$ cat src/rtl/fir_mac_sequencer_if.sv
// Sample/output/coefficient/multiplier-cell bundle for fir_mac_sequencer.
// master: environment side (source, coef loader, multiplier cell); slave: sequencer side.
interface fir_mac_sequencer_if #(
    parameter int AW    = 4,
    parameter int OUT_W = 24
);
    logic signed [17:0]      din;
    logic                    din_valid;
    logic                    din_ready;
    logic signed [OUT_W-1:0] dout;
    logic                    dout_valid;
    logic                    coef_wr_en;
    logic [AW-1:0]           coef_wr_addr;
    logic signed [24:0]      coef_wr_data;
    logic                    coef_wr_err;
    logic                    cell_valid_in;
    logic signed [24:0]      cell_coef;
    logic signed [17:0]      cell_sample;
    logic signed [47:0]      cell_result;
    logic                    cell_valid_out;

    modport master (
        output din, din_valid, coef_wr_en, coef_wr_addr, coef_wr_data,
        output cell_result, cell_valid_out,
        input  din_ready, dout, dout_valid, coef_wr_err,
        input  cell_valid_in, cell_coef, cell_sample
    );

    modport slave (
        input  din, din_valid, coef_wr_en, coef_wr_addr, coef_wr_data,
        input  cell_result, cell_valid_out,
        output din_ready, dout, dout_valid, coef_wr_err,
        output cell_valid_in, cell_coef, cell_sample
    );
endinterface

$ cat src/rtl/fir_mac_sequencer.sv
// Time-multiplexed FIR controller driving one external 2-stage multiplier cell.
// Ports: clk, reset (sync, active-high), bus (fir_mac_sequencer_if.slave):
//   din/din_valid/din_ready sample in, dout/dout_valid filtered out,
//   coef_wr_* coefficient loader with coef_wr_err, cell_* multiplier cell link.
// Option: define FIR_SEQ_SAT_EN to clamp the output instead of wrapping it.
module fir_mac_sequencer #(
    parameter int NTAPS = 16,
    parameter int AW    = 4,
    parameter int OUT_W = 24,
    parameter int SHIFT = 23
) (
    input  logic               clk,
    input  logic               reset,
    fir_mac_sequencer_if.slave bus
);

    typedef enum logic [1:0] {
        IDLE  = 2'd0,
        RUN   = 2'd1,
        DRAIN = 2'd2,
        DONE  = 2'd3
    } state_t;

    localparam logic [AW:0]   NT   = (AW+1)'(NTAPS);
    localparam logic [AW-1:0] LAST = AW'(NTAPS - 1);

`ifdef FIR_SEQ_SAT_EN
    localparam logic signed [47:0] SMAX = (48'sd1 <<< (OUT_W - 1)) - 48'sd1;
    localparam logic signed [47:0] SMIN = -SMAX - 48'sd1;
`endif

    state_t state;
    state_t state_nxt;

    logic signed [17:0] line [NTAPS];
    logic signed [24:0] coef [NTAPS];

    logic [AW-1:0]      wr_ptr;
    logic [AW-1:0]      newest;
    logic [AW-1:0]      iss_cnt;
    logic [AW:0]        rcv_cnt;
    logic signed [47:0] acc;

    logic                    cvi_q;
    logic signed [24:0]      coef_q;
    logic signed [17:0]      samp_q;
    logic signed [OUT_W-1:0] dout_q;
    logic                    dv_q;
    logic                    err_q;

    logic                    cvi_d;
    logic signed [24:0]      coef_d;
    logic signed [17:0]      samp_d;
    logic                    dv_d;

    logic                    accept;
    logic                    coef_ok;
    logic                    coef_we;
    logic                    iss_last;
    logic [AW-1:0]           tap_nxt;
    logic                    acc_en;
    logic signed [47:0]      acc_nxt;
    logic [AW:0]             rcv_nxt;

    // Delay-line slot holding the sample k taps older than base.
    function automatic logic [AW-1:0] tap_idx(
        input logic [AW-1:0] base,
        input logic [AW-1:0] k
    );
        logic [AW:0] t;
        t = {1'b0, base} + NT - {1'b0, k};
        if (t >= NT) t = t - NT;
        return t[AW-1:0];
    endfunction

    function automatic logic signed [OUT_W-1:0] scale(
        input logic signed [47:0] a
    );
`ifdef FIR_SEQ_SAT_EN
        logic signed [47:0] s;
        s = a >>> SHIFT;
        if (s > SMAX) s = SMAX;
        else if (s < SMIN) s = SMIN;
        return s[OUT_W-1:0];
`else
        return OUT_W'(a >>> SHIFT);
`endif
    endfunction

    assign accept   = (state == IDLE) && bus.din_valid;
    assign coef_ok  = (state == IDLE) && ({1'b0, bus.coef_wr_addr} < NT);
    assign coef_we  = bus.coef_wr_en && coef_ok;
    assign iss_last = (iss_cnt == LAST);
    assign tap_nxt  = iss_cnt + AW'(1);

    // Results start returning while taps are still being issued,
    // so accumulation is open in both RUN and DRAIN.
    assign acc_en  = ((state == RUN) || (state == DRAIN))
                   && bus.cell_valid_out && (rcv_cnt < NT);
    assign acc_nxt = acc_en ? acc + bus.cell_result : acc;
    assign rcv_nxt = acc_en ? rcv_cnt + (AW+1)'(1) : rcv_cnt;

    always_ff @(posedge clk) begin
        if (reset) state <= IDLE;
        else       state <= state_nxt;
    end

    always_comb begin
        state_nxt = state;
        unique case (state)
            IDLE:    if (accept) state_nxt = RUN;
            RUN:     if (iss_last) state_nxt = DRAIN;
            DRAIN:   if (rcv_nxt == NT) state_nxt = DONE;
            DONE:    state_nxt = IDLE;
            default: state_nxt = IDLE;
        endcase
    end

    // Next values of the registered cell/output signals.
    always_comb begin
        cvi_d  = 1'b0;
        coef_d = '0;
        samp_d = '0;
        dv_d   = 1'b0;
        unique case (state)
            IDLE: begin
                if (accept) begin
                    // Tap 0 is the incoming sample itself; a same-cycle
                    // write to coef[0] must already apply to it.
                    cvi_d  = 1'b1;
                    samp_d = bus.din;
                    if (coef_we && (bus.coef_wr_addr == '0))
                        coef_d = bus.coef_wr_data;
                    else
                        coef_d = coef[0];
                end
            end
            RUN: begin
                if (!iss_last) begin
                    cvi_d  = 1'b1;
                    samp_d = line[tap_idx(newest, tap_nxt)];
                    coef_d = coef[tap_nxt];
                end
            end
            DRAIN:   dv_d = (state_nxt == DONE);
            DONE:    dv_d = 1'b0;
            default: dv_d = 1'b0;
        endcase
    end

    always_ff @(posedge clk) begin
        if (reset) begin
            for (int i = 0; i < NTAPS; i++) begin
                line[i] <= '0;
                coef[i] <= '0;
            end
            wr_ptr  <= '0;
            newest  <= '0;
            iss_cnt <= '0;
            rcv_cnt <= '0;
            acc     <= '0;
            cvi_q   <= 1'b0;
            coef_q  <= '0;
            samp_q  <= '0;
            dout_q  <= '0;
            dv_q    <= 1'b0;
            err_q   <= 1'b0;
        end else begin
            if (coef_we) coef[bus.coef_wr_addr] <= bus.coef_wr_data;
            if (accept) begin
                line[wr_ptr] <= bus.din;
                newest       <= wr_ptr;
                wr_ptr       <= (wr_ptr == LAST) ? '0 : wr_ptr + AW'(1);
                iss_cnt      <= '0;
                rcv_cnt      <= '0;
                acc          <= '0;
            end else begin
                if ((state == RUN) && !iss_last) iss_cnt <= tap_nxt;
                acc     <= acc_nxt;
                rcv_cnt <= rcv_nxt;
            end
            cvi_q  <= cvi_d;
            coef_q <= coef_d;
            samp_q <= samp_d;
            dv_q   <= dv_d;
            if (dv_d) dout_q <= scale(acc_nxt);
            err_q  <= bus.coef_wr_en && !coef_ok;
        end
    end

    assign bus.din_ready     = (state == IDLE);
    assign bus.dout          = dout_q;
    assign bus.dout_valid    = dv_q;
    assign bus.coef_wr_err   = err_q;
    assign bus.cell_valid_in = cvi_q;
    assign bus.cell_coef     = coef_q;
    assign bus.cell_sample   = samp_q;

endmodule

$ cat src/flat_wrapper.sv
// flat-port wrapper written by rule: the top's interface ports become plain ports
module fir_mac_sequencer_flat 
#(
    parameter int NTAPS = 16,
    parameter int AW    = 4,
    parameter int OUT_W = 24,
    parameter int SHIFT = 23
)
  (clk, reset, bus_din, bus_din_valid, bus_coef_wr_en, bus_coef_wr_addr, bus_coef_wr_data, bus_cell_result, bus_cell_valid_out, bus_din_ready, bus_dout, bus_dout_valid, bus_coef_wr_err, bus_cell_valid_in, bus_cell_coef, bus_cell_sample);
  fir_mac_sequencer_if #(.AW(AW), .OUT_W(OUT_W)) bus_i ();
  input  logic clk;
  input  logic reset;
  input wire logic [$bits(bus_i.din)-1:0] bus_din;
  input wire logic [$bits(bus_i.din_valid)-1:0] bus_din_valid;
  input wire logic [$bits(bus_i.coef_wr_en)-1:0] bus_coef_wr_en;
  input wire logic [$bits(bus_i.coef_wr_addr)-1:0] bus_coef_wr_addr;
  input wire logic [$bits(bus_i.coef_wr_data)-1:0] bus_coef_wr_data;
  input wire logic [$bits(bus_i.cell_result)-1:0] bus_cell_result;
  input wire logic [$bits(bus_i.cell_valid_out)-1:0] bus_cell_valid_out;
  output wire logic [$bits(bus_i.din_ready)-1:0] bus_din_ready;
  output wire logic [$bits(bus_i.dout)-1:0] bus_dout;
  output wire logic [$bits(bus_i.dout_valid)-1:0] bus_dout_valid;
  output wire logic [$bits(bus_i.coef_wr_err)-1:0] bus_coef_wr_err;
  output wire logic [$bits(bus_i.cell_valid_in)-1:0] bus_cell_valid_in;
  output wire logic [$bits(bus_i.cell_coef)-1:0] bus_cell_coef;
  output wire logic [$bits(bus_i.cell_sample)-1:0] bus_cell_sample;
  assign bus_i.din = bus_din;
  assign bus_i.din_valid = bus_din_valid;
  assign bus_i.coef_wr_en = bus_coef_wr_en;
  assign bus_i.coef_wr_addr = bus_coef_wr_addr;
  assign bus_i.coef_wr_data = bus_coef_wr_data;
  assign bus_i.cell_result = bus_cell_result;
  assign bus_i.cell_valid_out = bus_cell_valid_out;
  assign bus_din_ready = bus_i.din_ready;
  assign bus_dout = bus_i.dout;
  assign bus_dout_valid = bus_i.dout_valid;
  assign bus_coef_wr_err = bus_i.coef_wr_err;
  assign bus_cell_valid_in = bus_i.cell_valid_in;
  assign bus_cell_coef = bus_i.cell_coef;
  assign bus_cell_sample = bus_i.cell_sample;
  fir_mac_sequencer #(.NTAPS(NTAPS), .AW(AW), .OUT_W(OUT_W), .SHIFT(SHIFT)) u_core (.clk(clk), .reset(reset), .bus(bus_i));
endmodule
$ cat config.mk
export PLATFORM = sky130hd
export DESIGN_NAME = fir_mac_sequencer_flat
export DESIGN_NICKNAME = d
export VERILOG_FILES = /design/src/rtl/fir_mac_sequencer_if.sv /design/src/rtl/fir_mac_sequencer.sv /design/src/flat_wrapper.sv
export SDC_FILE = /design/constraint.sdc
export NUM_CORES = 1
export LEC_CHECK = 0
export BUFFER_PORTS_ARGS = -buffer_cell sky130_fd_sc_hd__buf_4
export CORE_ASPECT_RATIO = 0.75
export CORE_MARGIN = 3
export CORE_UTILIZATION = 55
export DETAILED_ROUTE_END_ITERATION = 8
export GPL_TIMING_DRIVEN = 0
export PLACE_DENSITY = 0.72
export RECOVER_POWER = 50
export SYNTH_ARGS = -nofsm -noshare
export SYNTH_HDL_FRONTEND = slang
export SYNTH_SLANG_ARGS = --single-unit
$ cat constraint.sdc
create_clock -name clk -period 6.5 [get_ports clk]
set_input_delay 1.3 -clock clk [delete_from_list [all_inputs] [get_ports clk]]
set_output_delay 1.3 -clock clk [all_outputs]
set_load 0.005 [all_outputs]
== After elaboration in Yosys (flattened, before gate mapping) ==
Memory sizes are Yosys's and may differ from the RTL's.
Index checks and enable logic that the tools add are counted.

* Flip-flop bits (word level): 137
* RAM bits: 688
* Output and inout bits: 71
* Memories kept: 2

* Add/subtract/negate cells: 7
* Order comparisons: 2
* Equal/unequal tests: 7
* Muxes and demuxes: 34
* Reductions and logical operators: 15

{| class="wikitable"
|+ Memories
! memory !! depth !! bits a word !! rd ports !! clocked after memory_dff !! wr ports !! line !! RTL
|-
| u_core.coef || 16 || 25 || 2 || 0 || 16 || fir_mac_sequencer.sv:36 || <nowiki>logic signed [24:0] coef [NTAPS];</nowiki>
|-
| u_core.line || 16 || 18 || 1 || 0 || 16 || fir_mac_sequencer.sv:35 || <nowiki>logic signed [17:0] line [NTAPS];</nowiki>
|}

{| class="wikitable"
|+ Operator list
! kind !! count
|-
| $mux W25 || 4
|-
| $mux W18 || 3
|-
| $pmux W25 S2 || 1
|-
| $add A48 B48 Y48 || 1
|-
| $mux W47 || 1
|-
| $pmux W18 S2 || 1
|-
| $reduce_or A25 Y1 || 1
|-
| $mux W4 || 6
|-
| $reduce_or A18 Y1 || 1
|-
| $mux W1 || 12
|-
| $add A4 B1 Y4 const B || 2
|-
| $eq A4 B4 Y1 const B || 2
|-
| $pmux W2 S4 || 1
|-
| $logic_and A1 B1 Y1 || 7
|-
| $eq A2 B2 Y1 const B || 3
|-
| $mux W2 || 3
|-
| $add A4 B5 Y5 const B || 1
|-
| $add A5 B1 Y5 const B || 1
|-
| $eq A5 B5 Y1 const B || 1
|-
| $ge A5 B5 Y1 const B || 1
|-
| $lt A5 B5 Y1 const B || 1
|-
| $mux W5 || 1
|-
| $sub A5 B4 Y5 || 1
|-
| $logic_not A4 Y1 || 1
|-
| 7 further kinds || 8
|}

== Depth between registers and ports, before layout ==
* Depth after elaboration: 10
* Mapped depth: 13
* Depth with buffers taken out: 12

== Worst setup path before layout ==
OpenSTA, ideal clock, no wires.

* Path kind: input to register
* Start: input bus_cell_result[0]
* End: register u_core.dout_q[17] (netlist: u_core.bus.dout[17])
* Data arrival time: 3.746 ns
* Required time: 6.364 ns
* Path slack: 2.618 ns
* Stages: 12
* Cells stage by stage: ha_1 > inv_1 > fa_1 > and2b_1 > o211ai_4 > a2111oi_2 > nor3_2 > a211oi_2 > o21ai_2 > and4bb_2 > a311oi_1 > a211oi_1

* Longest elaborated chain between the ends: 2

{| class="wikitable"
|+ Ends and longest elaborated chain
! item !! line !! RTL
|-
| start, declared || flat_wrapper.sv:18 || <nowiki>input wire logic [$bits(bus_i.cell_result)-1:0] bus_cell_result;</nowiki>
|-
| $add A48 B48 Y48 || fir_mac_sequencer.sv:100 || <nowiki>assign acc_nxt = acc_en ? acc + bus.cell_result : acc;</nowiki>
|-
| $mux W47 || fir_mac_sequencer.sv:100 ||
|-
| end signal, assigned || fir_mac_sequencer.sv:186 || <nowiki>if (dv_d) dout_q <= scale(acc_nxt);</nowiki>
|-
| end, declared || fir_mac_sequencer.sv:47 || <nowiki>logic signed [OUT_W-1:0] dout_q;</nowiki>
|}

Every way passes these cells.
A chain may end at the register's enable or synchronous reset.

== Final worst setup path ==
* Start: register u_core.iss_cnt[0]
* End: register u_core.samp_q[10] (netlist: u_core.bus.cell_sample[10])

* Longest elaborated chain between the ends: 9
* Elaborated cells on any way between the ends: 11

{| class="wikitable"
|+ Ends and longest elaborated chain
! item !! line !! RTL
|-
| start, declared || fir_mac_sequencer.sv:40 || <nowiki>logic [AW-1:0] iss_cnt;</nowiki>
|-
| start signal, assigned || fir_mac_sequencer.sv:178 || <nowiki>if ((state == RUN) && !iss_last) iss_cnt <= tap_nxt;</nowiki>
|-
| $add A4 B1 Y4 (*) || fir_mac_sequencer.sv:94 || <nowiki>assign tap_nxt = iss_cnt + AW'(1);</nowiki>
|-
| named net u_core.tap_nxt[0] || fir_mac_sequencer.sv:60 || <nowiki>logic [AW-1:0] tap_nxt;</nowiki>
|-
| $sub A5 B4 Y5 (*) || fir_mac_sequencer.sv:71 || <nowiki>t = {1'b0, base} + NT - {1'b0, k};</nowiki>
|-
| $sub A4 B1 Y4 or $ge A5 B5 Y1 (tied branches) || fir_mac_sequencer.sv:72 || <nowiki>if (t >= NT) t = t - NT;</nowiki>
|-
| $mux W4 (*) || fir_mac_sequencer.sv:72 ||
|-
| $mux W4 (*) || fir_mac_sequencer.sv:139 || <nowiki>if (!iss_last) begin</nowiki>
|-
| $mux W4 (*) || fir_mac_sequencer.sv:125 || <nowiki>unique case (state)</nowiki>
|-
| $mem_v2 Z16 W18 (*) || -- ||
|-
| $mux W18 (*) || fir_mac_sequencer.sv:139 ||
|-
| $pmux W18 S2 (*) || fir_mac_sequencer.sv:125 ||
|-
| end signal, assigned || fir_mac_sequencer.sv:184 || <nowiki>samp_q <= samp_d;</nowiki>
|-
| end, declared || fir_mac_sequencer.sv:46 || <nowiki>logic signed [17:0] samp_q;</nowiki>
|}

The timed path passes the listed nets; every way through them passes the cells marked *. The select of a mux whose other input is x is not followed.

==> results_dict.tcl <==
set metrics [dict create \
    syn_nets 3156 \
    tns_ns 0 \
    start_kind "register" \
    max-vdd-ir-drop_mv 0.231 \
    clk_latency_ns 0.65 \
    path_delay_family "buffers and inverters" \
    ios 171 \
    synth_ff_type "edfxtp_1" \
    post-route-period-util_pct 84.0 \
    synth_top_family_by_area "simple AND/OR/NAND/NOR gates" \
    tightest_slew_ns 2.57 \
    async_flop_share_pct 0 \
    syn_area_per_cell_sq_um 13.1 \
    ys_ff_latch 824 \
    synth_xor_area_share_pct 0.934 \
    max_slew_margin_pct -71.2 \
    start_util_pct 55.8 \
    seqCellArea_sq_um 23400 \
    cp.arrival_ns 5.94 \
    clk_pin_slew_ns 0.06 \
    final_common_cell "edfxtp_1" \
    slowest_delay_ns 0.99 \
    syn_inst 2996 \
    holdCritPathClass "register to register" \
    path_cells "clkbuf_1 -> buf_2 -> buf_1 -> inv_1 -> ha_1 -> fa_1 -> buf_1 -> clkbuf_1 -> mux4_2 -> nand2_1 -> nand3_1 -> a32oi_1 -> nor2_1" \
    first_pass_iters 6 \
    instances_no_fill 4266 \
    tritoncts "yes" \
    synthSimpleGateAreaFrac_pct 17.9 \
    post-route-drc-count 0 \
    yosys-mux-area-fraction_pct 11.7 \
    dieArea_sq_um 74700 \
    skew_ns 0.0316 \
    final_cell_mix "688 x edfxtp_1, 317 x and2_0, 310 x and2_1, 238 x nand2_1, 223 x clkbuf_1" \
    drv_slew 71 \
    clockPowerShare_pct 37.8 \
    synth_edf_count 688 \
    rsz0062_at_grt "no" \
    die_x_um 315 \
    io_buffers 168 \
    grt_max_degree 26 \
    yosys_warnings 0 \
    cts_buffers 81 \
    seqPwrFrac_pct 46.5 \
    grt.overflow.total 0 \
    status "finished, violations left" \
    min_period_ns 5.46 \
    rows 84 \
    coreArea_sq_um 70400 \
    synth_compound_area_share_pct 5.58 \
    synthAdderAreaFrac_pct 1.95 \
    num_vias 26666 \
    fp.dieH_um 237 \
    crit_path_end_kind "register" \
    layout.nets 3408 \
    cts_hold_buffers 0 \
    slowest_stage "buf_1" \
    drt.antenna.violating_nets 0 \
    p_switching_w 0.00342 \
    synthTopCellsByArea "edfxtp_1 53%, mux4_2 11%, and2_1 10%, dfxtp_1 6.9%, nand2_1 2.3%" \
    clock_sinks 824 \
    n_fill_cell 5320 \
    multiInputGateArea_sq_um 14900 \
    worstPathRequired_ns 6.98 \
    synth_area_leader_cell "edfxtp_1" \
    grt_pass1_wl_um 167000 \
    drtIter0Drc 3473 \
    cts_root_buffer "clkbuf_16" \
    clk_path_buf_depth 3 \
    seq_area_frac_synth_pct 59.6 \
    finalSetupViolations 0 \
    avgRoutedWirePerCell_um 26.6 \
    cts.repair.resized 0 \
    syn_area_sq_um 39300 \
    viasPerCell 6.25 \
    leakage_nw 16.3 \
    dp.cells 4111 \
    cp_max_fo 10 \
    layout-drive-gt1-share_pct 16.1 \
    area_growth_pct 13.2 \
    p_comb_share_pct 15.8 \
    hold_viol 0 \
    postCtsSetupBuffers 0 \
    htree_num_levels 3 \
    grt_pass1_vias 26344 \
    gp_congestion 0.958 \
    path_buf_inv 6 \
    p_int_w 0.00953 \
    hpwl_um 77400 \
    synth_top_area_share_pct 52.6 \
    wl_um 113000 \
    path_class "register to register" \
    antenna_found_initial 5 \
    switching_share_pct 26.4 \
    violations "capacitance limit, slew limit" \
    drv_cap 3 \
    yosysUniqueCellTypes 77 \
    grt_usage_pct 30.3 \
    fmax_mhz 183 \
    p_per_area_nw_per_um2 291 \
]
## stage by stage
stage | util, % | hold slack (ns) | worst slack, ns | area [sq um] | power, W
finish | 63.1 | 0.456 | 1.04 | 44400 | 0.0129
global route | 63.1 | 0.474 | 0.782 | 44400 | 0.0133
CTS | 63.1 | 0.458 | 1.15 | 44500 | 0.0129
detailed placement | 59.3 | 0.450 | 1.15 | 41700 | 0.00811
global placement | 59.2 | 0.445 | 1.25 | 41700 | 0.00806
floorplan | - | 0.436 | 2.62 | 39300 | 0.00732
## metal layers
layer / track usage, % / vias to the layer above / part of all wire [%] / wire [um]
met2: 44.2 / 1679 / 44 / 49300
met4: 8.38 / 4 / 2.5 / 2820
met5: 0 / - / 0.024 / 27
li1: - / 11475 / - / -
met3: 9.87 / 216 / 14 / 15400
met1: 43.9 / 13292 / 40 / 45700
## synthesized netlist by cell type, drive strengths merged, types with 23 or more instances
master    n
and3     81
nand3b   24
edfxtp  688
a21o     29
nand2   239
o21ai    43
dfxtp   136
nor2    161
xnor2    23
mux4    197
nand3    43
or2      28
nor3     27
and2    628
buf      30
ha       58
a21oi   140
clkbuf  194
## final timing paths
path / start / to / slack, ns / depth (start not counted)
min: u_core.acc[7]$_SDFFE_PP0N_ / u_core.acc[7]$_SDFFE_PP0N_ / 0.46 / 2
max: u_core.iss_cnt[0]$_SDFFE_PP0P_ / u_core.bus.cell_sample[10]$_SDFF_PP0_ / 1.04 / 13
max reg2reg: u_core.iss_cnt[0]$_SDFFE_PP0P_ / u_core.bus.cell_sample[10]$_SDFF_PP0_ / 1.04 / 13
min reg2reg: u_core.acc[7]$_SDFFE_PP0N_ / u_core.acc[7]$_SDFFE_PP0N_ / 0.46 / 2
## state kept, by name (all words and copies together) (netlist names), 2 cells and up
register / count
u_core.state: 2
u_core.coef: 400
u_core.rcv_cnt: 5
u_core.wr_ptr: 4
u_core.line: 288
u_core.bus.dout: 24
u_core.bus.cell_coef: 25
u_core.newest: 4
u_core.acc: 47
u_core.iss_cnt: 4
u_core.bus.cell_sample: 18
## worst register-to-register path, cell delays in order (launching register included)
cell      delay, ns
dfxtp_1        0.33
clkbuf_1       0.26
buf_2          0.31
buf_1          0.99
inv_1          0.13
ha_1           0.29
fa_1           0.51
buf_1          0.60
clkbuf_1       0.86
mux4_2         0.46
nand2_1        0.15
nand3_1        0.11
a32oi_1        0.24
nor2_1         0.07
## power groups by stage
stage                     combinational, W  clock [W]  sequential (W)
final                              0.00204    0.00489         0.00601
after floorplan                    0.00123          0         0.00609
after global routing               0.00215    0.00513         0.00603
after CTS                          0.00200    0.00491         0.00601
after detailed placement           0.00199          0         0.00612
after global placement             0.00196          0         0.00611
## area by class of cell
type,instances,area share (%)
Buffer,224,1.94
Tap cell,946,2.66
Clock buffer,105,4.93
Clock inverter,45,1.20
Sequential cell,824,52.6
Multi-Input combinational cell,1926,33.6
Antenna cell,5,0.0282
Inverter,22,0.186
Timing Repair Buffer,169,2.84
## cell families (layout without fill, tap and decap cells)
group                    count (synthesis)  in the layout
flip-flops                             824            824
AND/OR/NAND/NOR                       1281           1281
XOR/XNOR                                41             41
buffers and inverters                  246            565
adder cells (fa/ha/maj)                 60             60
AO/OA/AOI/OAI                          331            331
other                                    0              5
multiplexers                           213            213
Power figures use the tool's default switching activity.
